## src/rtl/product_bcd_converter_if.sv

```systemverilog
// Handshake and result bundle between the product source and the BCD converter.
// The Blank mask exists only when PRODUCT_BCD_BLANK_EN is defined.
interface product_bcd_converter_if #(
    parameter int unsigned WIDTH  = 16,
    parameter int unsigned DIGITS = 5
);
    localparam int unsigned HALF_W = WIDTH / 2;
    localparam int unsigned BCD_W  = 4 * DIGITS;

    logic              i_start;
    logic              i_signed_mode;
    logic [HALF_W-1:0] i_aval;
    logic [HALF_W-1:0] i_bval;
    logic              o_busy;
    logic              o_done;
    logic              o_sign;
    logic [BCD_W-1:0]  o_bcd;
`ifdef PRODUCT_BCD_BLANK_EN
    logic [DIGITS-1:0] o_blank;
`endif

    modport master (
        output i_start, i_signed_mode, i_aval, i_bval,
        input  o_busy, o_done, o_sign, o_bcd
`ifdef PRODUCT_BCD_BLANK_EN
        , input o_blank
`endif
    );

    modport slave (
        input  i_start, i_signed_mode, i_aval, i_bval,
        output o_busy, o_done, o_sign, o_bcd
`ifdef PRODUCT_BCD_BLANK_EN
        , output o_blank
`endif
    );
endinterface

```

## src/rtl/product_bcd_converter.sv

```systemverilog
// Sequential double-dabble converter: {Aval,Bval} -> sign + packed BCD, one bit per clock.
// Optional leading-zero blank mask enabled by defining PRODUCT_BCD_BLANK_EN.
module product_bcd_converter #(
    parameter int unsigned WIDTH  = 16,
    parameter int unsigned DIGITS = 5
) (
    input logic                    i_clk,
    input logic                    i_rst,
    product_bcd_converter_if.slave bus
);
    localparam int unsigned HALF_W = WIDTH / 2;
    localparam int unsigned BCD_W  = 4 * DIGITS;
    localparam int unsigned TOT_W  = BCD_W + WIDTH;
    localparam int unsigned CNT_W  = $clog2(WIDTH + 1);

    typedef enum logic [1:0] {
        ST_IDLE  = 2'd0,
        ST_SHIFT = 2'd1,
        ST_DONE  = 2'd2
    } state_t;

    state_t             r_state;
    logic [WIDTH-1:0]   r_mag;
    logic [BCD_W-1:0]   r_bcd_work;
    logic [CNT_W-1:0]   r_count;
    logic               r_sign_lat;
    logic               r_busy;
    logic               r_done;
    logic               r_sign;
    logic [BCD_W-1:0]   r_bcd;

    logic [WIDTH-1:0]   w_operand;
    logic               w_neg_req;
    logic [WIDTH-1:0]   w_mag_in;
    logic [BCD_W-1:0]   w_bcd_adj;
    logic [TOT_W-1:0]   w_shifted;
    logic [BCD_W-1:0]   w_bcd_final;

    assign w_operand = {bus.i_aval, bus.i_bval};
    assign w_neg_req = bus.i_signed_mode & bus.i_aval[HALF_W-1];
    assign w_mag_in  = w_neg_req ? WIDTH'(~w_operand + WIDTH'(1)) : w_operand;

    // Add-3 correction on every digit >= 5 ahead of the shift
    always_comb begin
        w_bcd_adj = r_bcd_work;
        for (int d = 0; d < int'(DIGITS); d++) begin
            if (r_bcd_work[4*d +: 4] >= 4'd5) begin
                w_bcd_adj[4*d +: 4] = r_bcd_work[4*d +: 4] + 4'd3;
            end
        end
    end

    assign w_shifted   = {w_bcd_adj, r_mag} << 1;
    assign w_bcd_final = w_shifted[TOT_W-1 -: BCD_W];

`ifdef PRODUCT_BCD_BLANK_EN
    logic [DIGITS-1:0]  r_blank;
    logic [DIGITS-1:0]  w_blank;
    logic               w_hi_zero;

    // Digit i blanks when it and every digit above it are zero; digit 0 always shows
    always_comb begin
        w_blank   = '0;
        w_hi_zero = 1'b1;
        for (int i = int'(DIGITS) - 1; i >= 1; i--) begin
            w_hi_zero  = w_hi_zero & (w_bcd_final[4*i +: 4] == 4'd0);
            w_blank[i] = w_hi_zero;
        end
    end

    assign bus.o_blank = r_blank;
`endif

    // Control FSM and result registers
    always_ff @(posedge i_clk or posedge i_rst) begin
        if (i_rst) begin
            r_state    <= ST_IDLE;
            r_mag      <= '0;
            r_bcd_work <= '0;
            r_count    <= '0;
            r_sign_lat <= 1'b0;
            r_busy     <= 1'b0;
            r_done     <= 1'b0;
            r_sign     <= 1'b0;
            r_bcd      <= '0;
`ifdef PRODUCT_BCD_BLANK_EN
            r_blank    <= '0;
`endif
        end else begin
            case (r_state)
                ST_IDLE: begin
                    r_done <= 1'b0;
                    if (bus.i_start) begin
                        r_mag      <= w_mag_in;
                        // A zero magnitude never reports negative
                        r_sign_lat <= w_neg_req & (|w_mag_in);
                        r_bcd_work <= '0;
                        r_count    <= '0;
                        r_busy     <= 1'b1;
                        r_state    <= ST_SHIFT;
                    end
                end
                ST_SHIFT: begin
                    r_bcd_work <= w_bcd_final;
                    r_mag      <= w_shifted[WIDTH-1:0];
                    r_count    <= r_count + CNT_W'(1);
                    if (r_count == CNT_W'(WIDTH - 1)) begin
                        r_busy  <= 1'b0;
                        r_done  <= 1'b1;
                        r_sign  <= r_sign_lat;
                        r_bcd   <= w_bcd_final;
`ifdef PRODUCT_BCD_BLANK_EN
                        r_blank <= w_blank;
`endif
                        r_state <= ST_DONE;
                    end
                end
                ST_DONE: begin
                    r_done  <= 1'b0;
                    r_state <= ST_IDLE;
                end
                default: begin
                    r_busy  <= 1'b0;
                    r_done  <= 1'b0;
                    r_state <= ST_IDLE;
                end
            endcase
        end
    end

    assign bus.o_busy = r_busy;
    assign bus.o_done = r_done;
    assign bus.o_sign = r_sign;
    assign bus.o_bcd  = r_bcd;

endmodule
```

## src/flat_wrapper.sv

```systemverilog
// flat-port wrapper written by rule: the top's interface ports become plain ports
module product_bcd_converter_flat 
#(
    parameter int unsigned WIDTH  = 16,
    parameter int unsigned DIGITS = 5
)
  (i_clk, i_rst, bus_i_start, bus_i_signed_mode, bus_i_aval, bus_i_bval, bus_o_busy, bus_o_done, bus_o_sign, bus_o_bcd);
  product_bcd_converter_if #(.WIDTH(WIDTH), .DIGITS(DIGITS)) bus_i ();
  input logic i_clk;
  input logic i_rst;
  input wire logic [$bits(bus_i.i_start)-1:0] bus_i_start;
  input wire logic [$bits(bus_i.i_signed_mode)-1:0] bus_i_signed_mode;
  input wire logic [$bits(bus_i.i_aval)-1:0] bus_i_aval;
  input wire logic [$bits(bus_i.i_bval)-1:0] bus_i_bval;
  output wire logic [$bits(bus_i.o_busy)-1:0] bus_o_busy;
  output wire logic [$bits(bus_i.o_done)-1:0] bus_o_done;
  output wire logic [$bits(bus_i.o_sign)-1:0] bus_o_sign;
  output wire logic [$bits(bus_i.o_bcd)-1:0] bus_o_bcd;
  assign bus_i.i_start = bus_i_start;
  assign bus_i.i_signed_mode = bus_i_signed_mode;
  assign bus_i.i_aval = bus_i_aval;
  assign bus_i.i_bval = bus_i_bval;
  assign bus_o_busy = bus_i.o_busy;
  assign bus_o_done = bus_i.o_done;
  assign bus_o_sign = bus_i.o_sign;
  assign bus_o_bcd = bus_i.o_bcd;
  product_bcd_converter #(.WIDTH(WIDTH), .DIGITS(DIGITS)) u_core (.i_clk(i_clk), .i_rst(i_rst), .bus(bus_i));
endmodule
```

## config.mk

```make
export PLATFORM = sky130hd
export DESIGN_NAME = product_bcd_converter_flat
export DESIGN_NICKNAME = d
export VERILOG_FILES = /design/src/rtl/product_bcd_converter_if.sv /design/src/rtl/product_bcd_converter.sv /design/src/flat_wrapper.sv
export SDC_FILE = /design/constraint.sdc
export NUM_CORES = 1
export LEC_CHECK = 0
export ABC_AREA = 1
export ABC_CLOCK_PERIOD_IN_PS = 4100
export BUFFER_PORTS_ARGS = -buffer_cell sky130_fd_sc_hd__buf_2
export CORE_MARGIN = 3
export CORE_UTILIZATION = 45
export CTS_BUF_LIST = sky130_fd_sc_hd__clkbuf_8
export CTS_CLUSTER_SIZE = 10
export DETAILED_ROUTE_END_ITERATION = 16
export GPL_TIMING_DRIVEN = 0
export PLACE_DENSITY = 0.7
export SLEW_MARGIN = 20
export SYNTH_ARGS = -nofsm -noshare
export SYNTH_HDL_FRONTEND = slang
export SYNTH_SLANG_ARGS = --single-unit
```

## constraint.sdc

```tcl
create_clock -name i_clk -period 4.1 [get_ports i_clk]
set_input_delay 1.025 -clock i_clk [delete_from_list [all_inputs] [get_ports i_clk]]
set_output_delay 1.025 -clock i_clk [all_outputs]
set_load 0.02 [all_outputs]
```

* Word-level counts from Yosys, hierarchy flattened
Index checks and enable logic that the tools add are counted.
** Cells by class
- Reductions and logical operators :: 8
- $add $sub $neg :: 7
- Bitwise logic cells :: 4
- Multiplexer cells :: 20
- Order comparisons :: 5
- Eq/ne operators :: 5
** Operators with widths (count)
- $pmux 20 s2 :: 1
- $mux 16 :: 2
- $pmux 16 s2 :: 1
- $ge 4x3->1 const B :: 5
- $mux 20 :: 1
- $add 16x1->16 const B :: 1
- $add 4x2->4 const B :: 4
- $mux 4 :: 4
- $not 16->16 :: 1
- $reduce_or 16->1 :: 1
- $pmux 5 s2 :: 1
- $reduce_and 2->1 :: 4
- $add 5x1->5 const B :: 1
- $eq 5x4->1 const B :: 1
- $mux 5 :: 1
- $mux 1 :: 4
- $mux 2 :: 2
- $pmux 2 s2 :: 1
- $add 3x2->3 const B :: 1
- $mux 3 :: 1
- $pmux 1 s3 :: 1
- $reduce_and 3->1 :: 1
- $and 1x1->1 :: 2
- $eq 2x1->1 const B :: 1
- other kinds (6) :: 6
** Storage, ports and cells
- Output and inout port bits :: 23
- Register bits :: 67

* Longest topological paths before layout
Gate-level depths: netlist of run 1.
- Depth after elaboration :: 5
- Gate-level depth with buffers :: 14
- Depth with buffers taken out :: 14

* Least setup slack after synthesis of run 1
No wires, ideal clock.
- Path type :: input to register
- Start :: input bus_i_bval[0]
- End :: register u_core.r_sign_lat
- Setup slack :: 1.927 ns
- Required time :: 3.984 ns
- Arrival time :: 2.057 ns
- Stages :: 13
- Setup time :: 0.116 ns
- Cell sequence :: inv_1 -> ha_1 -> nand3_2 -> nand2_4 -> nand2_1 -> nand2_1 -> nand2_1 -> nor2_1 -> nand2_1 -> nor2_1 -> nand2_1 -> nand2_1 -> nand2_1
** On the way
- Cells in the longest elaborated chain, start to end :: 5
** RTL lines
- start, declared :: RTL line flat_wrapper.sv:14 : input wire logic [$bits(bus_i.i_bval)-1:0] bus_i_bval;
- $not 16->16 :: RTL line product_bcd_converter.sv:41 : assign w_mag_in = w_neg_req ? WIDTH'(~w_operand + WIDTH'(1)) : w_operand;
- $add 16x1->16 :: RTL line product_bcd_converter.sv:41
- $mux 16 * :: RTL line product_bcd_converter.sv:41
- $reduce_or 16->1 * :: RTL line product_bcd_converter.sv:96 : r_sign_lat <= w_neg_req & (|w_mag_in);
- $and 1x1->1 * :: RTL line product_bcd_converter.sv:96
- end signal, assigned :: RTL line product_bcd_converter.sv:96
- end, declared :: RTL line product_bcd_converter.sv:26 : logic r_sign_lat;
Every way passes the cells marked *; elsewhere a longest branch is shown, timed or not.
A chain may end at the register's enable or synchronous reset.

* Worst setup path after layout of run 1
- Start :: input bus_i_bval[1]
- End :: register u_core.r_sign_lat
Same word-level chain as after synthesis.

==> impl_metrics.ini, run 1 <==
[outcome]
outcome = completed

[critical_path]
crit_fanout = 9
critical_path_class = in2reg
rrSetupSlack_ns = 2.18
critPathLaunchType = primary input
worst-path-buf-inv = 2
cp_slowest_stage_delay_ns = 0.25
path_common_cell = nand2_1
end_kind = register
arrival_ns = 2.36
cpLargestDelayFamily = simple AND/OR/NAND/NOR gates
crit_chain = buf_2 > inv_1 > ha_1 > nand3_2 > nand2_4 > nand2_1 > nand2_1 > nand2_1 > nor2_1 > nand2_1 > nor2_1 > nand2_1 > nand2_1 > nand2_1
critPathSlowestCell = ha_1
required_ns = 4.33

[sta]
final_max_slew_viol_count = 0
period_share_pct = 52.0
tns_ns = 0
skew_ns = 0.00898
setup_violations = 0
period_needed_ns = 2.13
rsz0062_at_grt = false
fmax_mhz = 469
final-hold-violation-count = 0
tightestPinTransition_ns = 0.554
max_slew_margin_pct = 63.1

[global_routing]
grt_pass1_vias = 2919
antenna_found_initial = 0
grt_pass1_wl_um = 13000
overflow = 0
grt_use_total_pct = 18.5
grt_max_degree = 35

[yosys]
syn_avg_cell_area_um2 = 8.15
yosysSeqAreaShare_pct = 47.2
netlist_instances = 436
syn-num-nets = 470
yosys_warnings = 0
synth-seq-cells = 67
synth_cell_types = 32
netlist_area_mm2 = 0.00355

[placed_design]
place_area_mm2 = 0.00391
finalWeightedCongestion = 0.817
placed_cells = 578
hpwl_um = 5710
port_buffers = 42

[layout]
layout_common_cells = 119 x nand2_1, 67 x dfrtp_1, 49 x buf_2
syn2layout_area_growth_pct = 15.5
final_layout_size_suffix_gt1_share_pct = 18.4
final_common_cell = nand2_1
finalNonFillerCells = 593
nets = 524
antenna_cells = 0
final_area_mm2 = 0.00410

[power]
power_density_mw_per_mm2 = 736
max-vdd-ir-drop_mv = 0.199
p_total_uw = 3020
leakagePower_uw = 0.00210

[route]
drtPass1Iterations = 4
wl_per_cell_um = 12.8
wirelength_um = 7620
routed-via-count = 3011
drt_iter0_drc = 123
drc = 0
via_per_inst = 5.08
drtAntennaViolNets = 0

[floorplan]
start_util_pct = 47.7
fp.dieH_um = 94.8
io-pin-count = 43
dieArea_mm2 = 0.00900
core_area_mm2 = 0.00745
row_count = 31
die_x_um = 94.8

[clock_network]
cts_buffer_depth = 2
tritoncts = yes
clk_latency_ns = 0.34
cts_setup_buffers = 0
cts.repair.resized = 0
cts_sinks = 67
hold_buffers = 0
numCtsBuffers = 9
path_clk_slew_ns = 0.06
h-tree-depth = 3
cts_root_buf = clkbuf_8

[flow_run]
max_cap_violations = 0

[hold_path]
worstHoldPathType = reg2reg
## layer usage
| metal | part of all wire (%) | vias up | global-route usage [%] |
|---|---|---|---|
| met5 | 0 | - | 0 |
| met4 | 0.75 | 0 | 7.33 |
| met3 | 3.9 | 4 | 3.67 |
| met2 | 50 | 53 | 33.0 |
| met1 | 45 | 1406 | 21.7 |
| li1 | - | 1548 | - |
## worst reg2reg max path: stages, from the launching register on
cell and delay, ns:
dfrtp_1 0.41, ha_1 0.21, nand2_1 0.08, nor2_1 0.04
ha_1 0.22, inv_1 0.12, nor2_4 0.07, inv_2 0.05
clkbuf_1 0.43, nand2_1 0.11, o21ai_0 0.10
## state kept, by name, summed over array words and instances (netlist names)
| signal | cells |
|---|---|
| u_core.bus.o_done | 1 |
| u_core.r_bcd_work | 20 |
| u_core.r_mag | 16 |
| u_core.bus.o_bcd | 20 |
| u_core.r_sign_lat | 1 |
| u_core.bus.o_sign | 1 |
| u_core.r_state | 2 |
| u_core.bus.o_busy | 1 |
| u_core.r_count | 5 |
## path summary, 6_finish.rpt
kind	startpoint	endpoint	cells past startpoint
setup / recovery	bus_i_bval[1]	u_core.r_sign_lat	14
hold / removal	u_core.bus.o_sign	u_core.bus.o_sign	2
setup reg to reg	u_core.r_count[0]	u_core.bus.o_bcd[1]	10
hold reg to reg	u_core.bus.o_sign	u_core.bus.o_sign	2
max in group asynchronous	i_rst	u_core.r_mag[5]	3
min in group asynchronous	i_rst	u_core.r_bcd_work[18]	2
## per-stage QoR
step           hold slack [ns]  utilization, %  worst slack (ns)
2_1_floorplan            0.449               -              1.39
3_3_place_gp             0.457            52.2             0.568
3_5_place_dp             0.460            52.5              1.63
4_1_cts                  0.475            55.1              2.00
5_1_grt                  0.509            55.1              1.82
6_report                 0.468            55.1              1.97
## logic make-up after synthesis
family                   synth area share, %
AO/OA/AOI/OAI                           15.9
buffers and inverters                   7.68
flip-flops                              47.2
XOR/XNOR                                1.48
AND/OR/NAND/NOR                         22.8
adder cells (fa/ha/maj)                 4.93
## cells in the mapped netlist
library cell / n / share of area [%]
nor2_1: 21 / 2.2
o21ai_1: 13 / 1.8
clkbuf_1: 4 / 0.42
o22ai_1: 19 / 3.3
a22o_1: 1 / 0.25
nand2_2: 3 / 0.53
inv_1: 45 / 4.8
a211oi_1: 2 / 0.42
a22oi_1: 13 / 2.7
inv_6: 1 / 0.25
buf_6: 1 / 0.32
nand2_4: 2 / 0.63
nor2_4: 2 / 0.63
or2_2: 4 / 0.70
nand3b_1: 3 / 0.63
a21oi_1: 8 / 1.1
nor2_2: 3 / 0.53
nand4_1: 3 / 0.53
nand3_2: 2 / 0.56
buf_2: 7 / 0.99
inv_2: 7 / 0.74
nor3_1: 3 / 0.42
dfrtp_1: 67 / 47
a32o_1: 1 / 0.28
nand2_1: 119 / 13
o211ai_1: 1 / 0.21
o21ai_2: 2 / 0.49
o21ai_0: 37 / 5.2
xor2_1: 6 / 1.5
ha_1: 14 / 4.9
buf_1: 2 / 0.21
nand3_1: 20 / 2.8
## area by class of cell
type	count	area, um2
multi-input cells	302	1600
plain buffers	14	68.8
repair buffers	43	230
clock buffers	11	151
flip-flops and latches	67	1680
fillers	743	3340
well taps	99	124
clock inverters	4	42.5
inverters	53	206
## report_power, final
group	switching, uW	internal (uW)
Sequential	164	963
Clock	226	305
Combinational	861	499
Note: power is estimated with default switching activity, not from simulation.
==> run 2: changes to the inputs <==
--- a/config.mk
+++ b/config.mk
@@ -6,7 +6,7 @@
 export NUM_CORES = 1
 export LEC_CHECK = 0
 export ABC_AREA = 1
-export ABC_CLOCK_PERIOD_IN_PS = 4100
+export ABC_CLOCK_PERIOD_IN_PS = 1910
 export BUFFER_PORTS_ARGS = -buffer_cell sky130_fd_sc_hd__buf_2
 export CORE_MARGIN = 3
 export CORE_UTILIZATION = 45
@@ -14,7 +14,7 @@
 export CTS_CLUSTER_SIZE = 10
 export DETAILED_ROUTE_END_ITERATION = 16
 export GPL_TIMING_DRIVEN = 0
-export PLACE_DENSITY = 0.7
+export PLACE_DENSITY = 0.73
 export SLEW_MARGIN = 20
 export SYNTH_ARGS = -nofsm -noshare
 export SYNTH_HDL_FRONTEND = slang
==> constraint.sdc (replaced) <==
create_clock -name i_clk -period 1.91 [get_ports i_clk]
set_input_delay 0.4775 -clock i_clk [delete_from_list [all_inputs] [get_ports i_clk]]
set_output_delay 0.4775 -clock i_clk [all_outputs]
set_load 0.02 [all_outputs]
==> impl_metrics.ini, run 2 (same netlist as run 1, synthesis figures left out) <==
[layout]
final_layout_size_suffix_gt1_share_pct = 19.4
n_fill_cell = 706
final_area_mm2 = 0.00411
nets = 527
antenna_cells = 0
layout_common_cells = 119 x nand2_1, 67 x dfrtp_1, 47 x buf_2
final_common_cell = nand2_1
syn2layout_area_growth_pct = 15.7

[clock_network]
cts_root_buf = clkbuf_8
clk_latency_ns = 0.34
numCtsBuffers = 9
tritoncts = yes
path_clk_slew_ns = 0.07
cts_buffer_depth = 2
cts_sinks = 67
h-tree-depth = 3

[route]
drtAntennaViolNets = 0
drc = 0
via_per_inst = 5.11
wl_per_cell_um = 12.7
drtPass1Iterations = 4
routed-via-count = 3043
drt_iter0_drc = 78
wirelength_um = 7550

[global_routing]
grt_pass1_vias = 2933
antenna_found_initial = 0
grt_pass1_wl_um = 13000
overflow = 0
grt_use_total_pct = 18.4
grt_max_degree = 29

[critical_path]
required_ns = 2.17
worst_r2r_path_depth = 11
path_common_cell = nand2_1
arrival_ns = 2.02
crit_fanout = 10
cp_slowest_stage_delay_ns = 0.41
worst-path-buf-inv = 4
rrSetupSlack_ns = 0.15
worstReg2RegStart = u_core.r_count[0]
cpLargestDelayFamily = buffers and inverters
end_kind = register
critPathLaunchType = register
crit_chain = ha_1 > nand2_1 > nor2_1 > ha_2 > inv_1 > nor2_4 > inv_2 > buf_2 > buf_4 > nand2_1 > o21ai_1
rr_endpoint = u_core.bus.o_bcd[5]
critPathLaunch = u_core.r_count[0]
critPathSlowestCell = dfrtp_1
critical_path_class = reg2reg

[floorplan]
fp.dieH_um = 94.8
dieArea_mm2 = 0.00900
row_count = 31
start_util_pct = 47.7
die_x_um = 94.8
core_area_mm2 = 0.00745
io-pin-count = 43

[placed_design]
hpwl_um = 5650
port_buffers = 42
finalWeightedCongestion = 0.828
place_area_mm2 = 0.00394

[power]
leakagePower_uw = 0.00211
p_switching_uw = 2720
power_density_mw_per_mm2 = 1540
pwr-share-clk_pct = 15.1
combPwrFrac_pct = 46.5
p_seq_share_pct = 38.4
max-vdd-ir-drop_mv = 0.439
p_int_uw = 3600
p_sw_share_pct = 43.1

[sta]
tns_ns = 0
final-hold-violation-count = 0
final_max_slew_viol_count = 0
setup_violations = 0
period_needed_ns = 1.76
rsz0062_at_grt = false
tightestPinTransition_ns = 0.527
max_slew_margin_pct = 64.9
fmax_mhz = 569
skew_ns = 0.00844
period_share_pct = 92.1

[flow_run]
max_cap_violations = 0

[hold_path]
worstHoldPathType = in2async

[outcome]
outcome = completed
## run 2: cell type report
class | count | area (um2) | share of cell area [%]
multi-input combinational | 302 | 1610 | 39.1
clock inverter | 5 | 23.8 | 0.579
timing repair buffer | 46 | 273 | 6.64
tap | 99 | 124 | 3.01
clock buffer | 9 | 124 | 3.01
inverter | 53 | 208 | 5.05
buffer | 14 | 75.1 | 1.83
sequential | 67 | 1680 | 40.8
## run 2: power by group through the flow
stage | registers (uW) | logic [uW] | clock network [uW]
after floorplan | 2610 | 1940 | 0
after global placement | 2420 | 2830 | 0
after detailed placement | 2440 | 2940 | 0
after CTS | 2420 | 2960 | 969
after global routing | 2490 | 3390 | 1040
final | 2420 | 2940 | 954
## run 2: worst max path at each step
stage          cells after the start  slack (ns)                   to
5_1_grt                           11       0.008  u_core.bus.o_bcd[6]
2_1_floorplan                     11        0.27  u_core.bus.o_bcd[3]
3_3_place_gp                      11       0.003  u_core.bus.o_bcd[5]
4_1_cts                           11      0.0003  u_core.bus.o_bcd[5]
6_report                          11        0.15  u_core.bus.o_bcd[5]
3_5_place_dp                      11       -0.01  u_core.bus.o_bcd[5]
## run 2: timing repair
item | CTS | global route
buffers inserted | 0 | 2
endpoints found under the hold margin | 0 | 0
setup endpoints to repair | 7 | 21
pin swaps | 0 | 2
hold buffers | 0 | 0
resized for setup | 1 | 6
## run 2: per-stage QoR
step	hold slack (ns)	setup WS, ns	std cells	total power, uW	utilization (%)
4_1_cts	0.144	0.000272	593	6350	54.9
3_3_place_gp	0.459	0.00308	577	5240	52.2
2_1_floorplan	0.449	0.269	436	4560	-
3_5_place_dp	0.465	-0.0115	579	5380	52.9
6_report	0.143	0.151	595	6320	55.2
5_1_grt	0.149	0.00837	595	6920	55.2
## run 2: worst register-to-register path, delay by kind of cell, from the launching register on
family | cells | cell delay, ns
AOI/OAI and AO/OA | 1 | 0.07
adders and majority gates | 2 | 0.40
buffers and inverters | 4 | 0.55
DFF | 1 | 0.41
and+or+nand+nor | 4 | 0.26
## run 2: layer usage
metal / routed length [um] / GRT usage, % / up-vias
li1: - / - / 1561
met1: 3500 / 22.0 / 1424
met2: 3640 / 31.9 / 50
met3: 315 / 4.38 / 8
met4: 97 / 7.21 / 0
met5: 0 / 0 / -
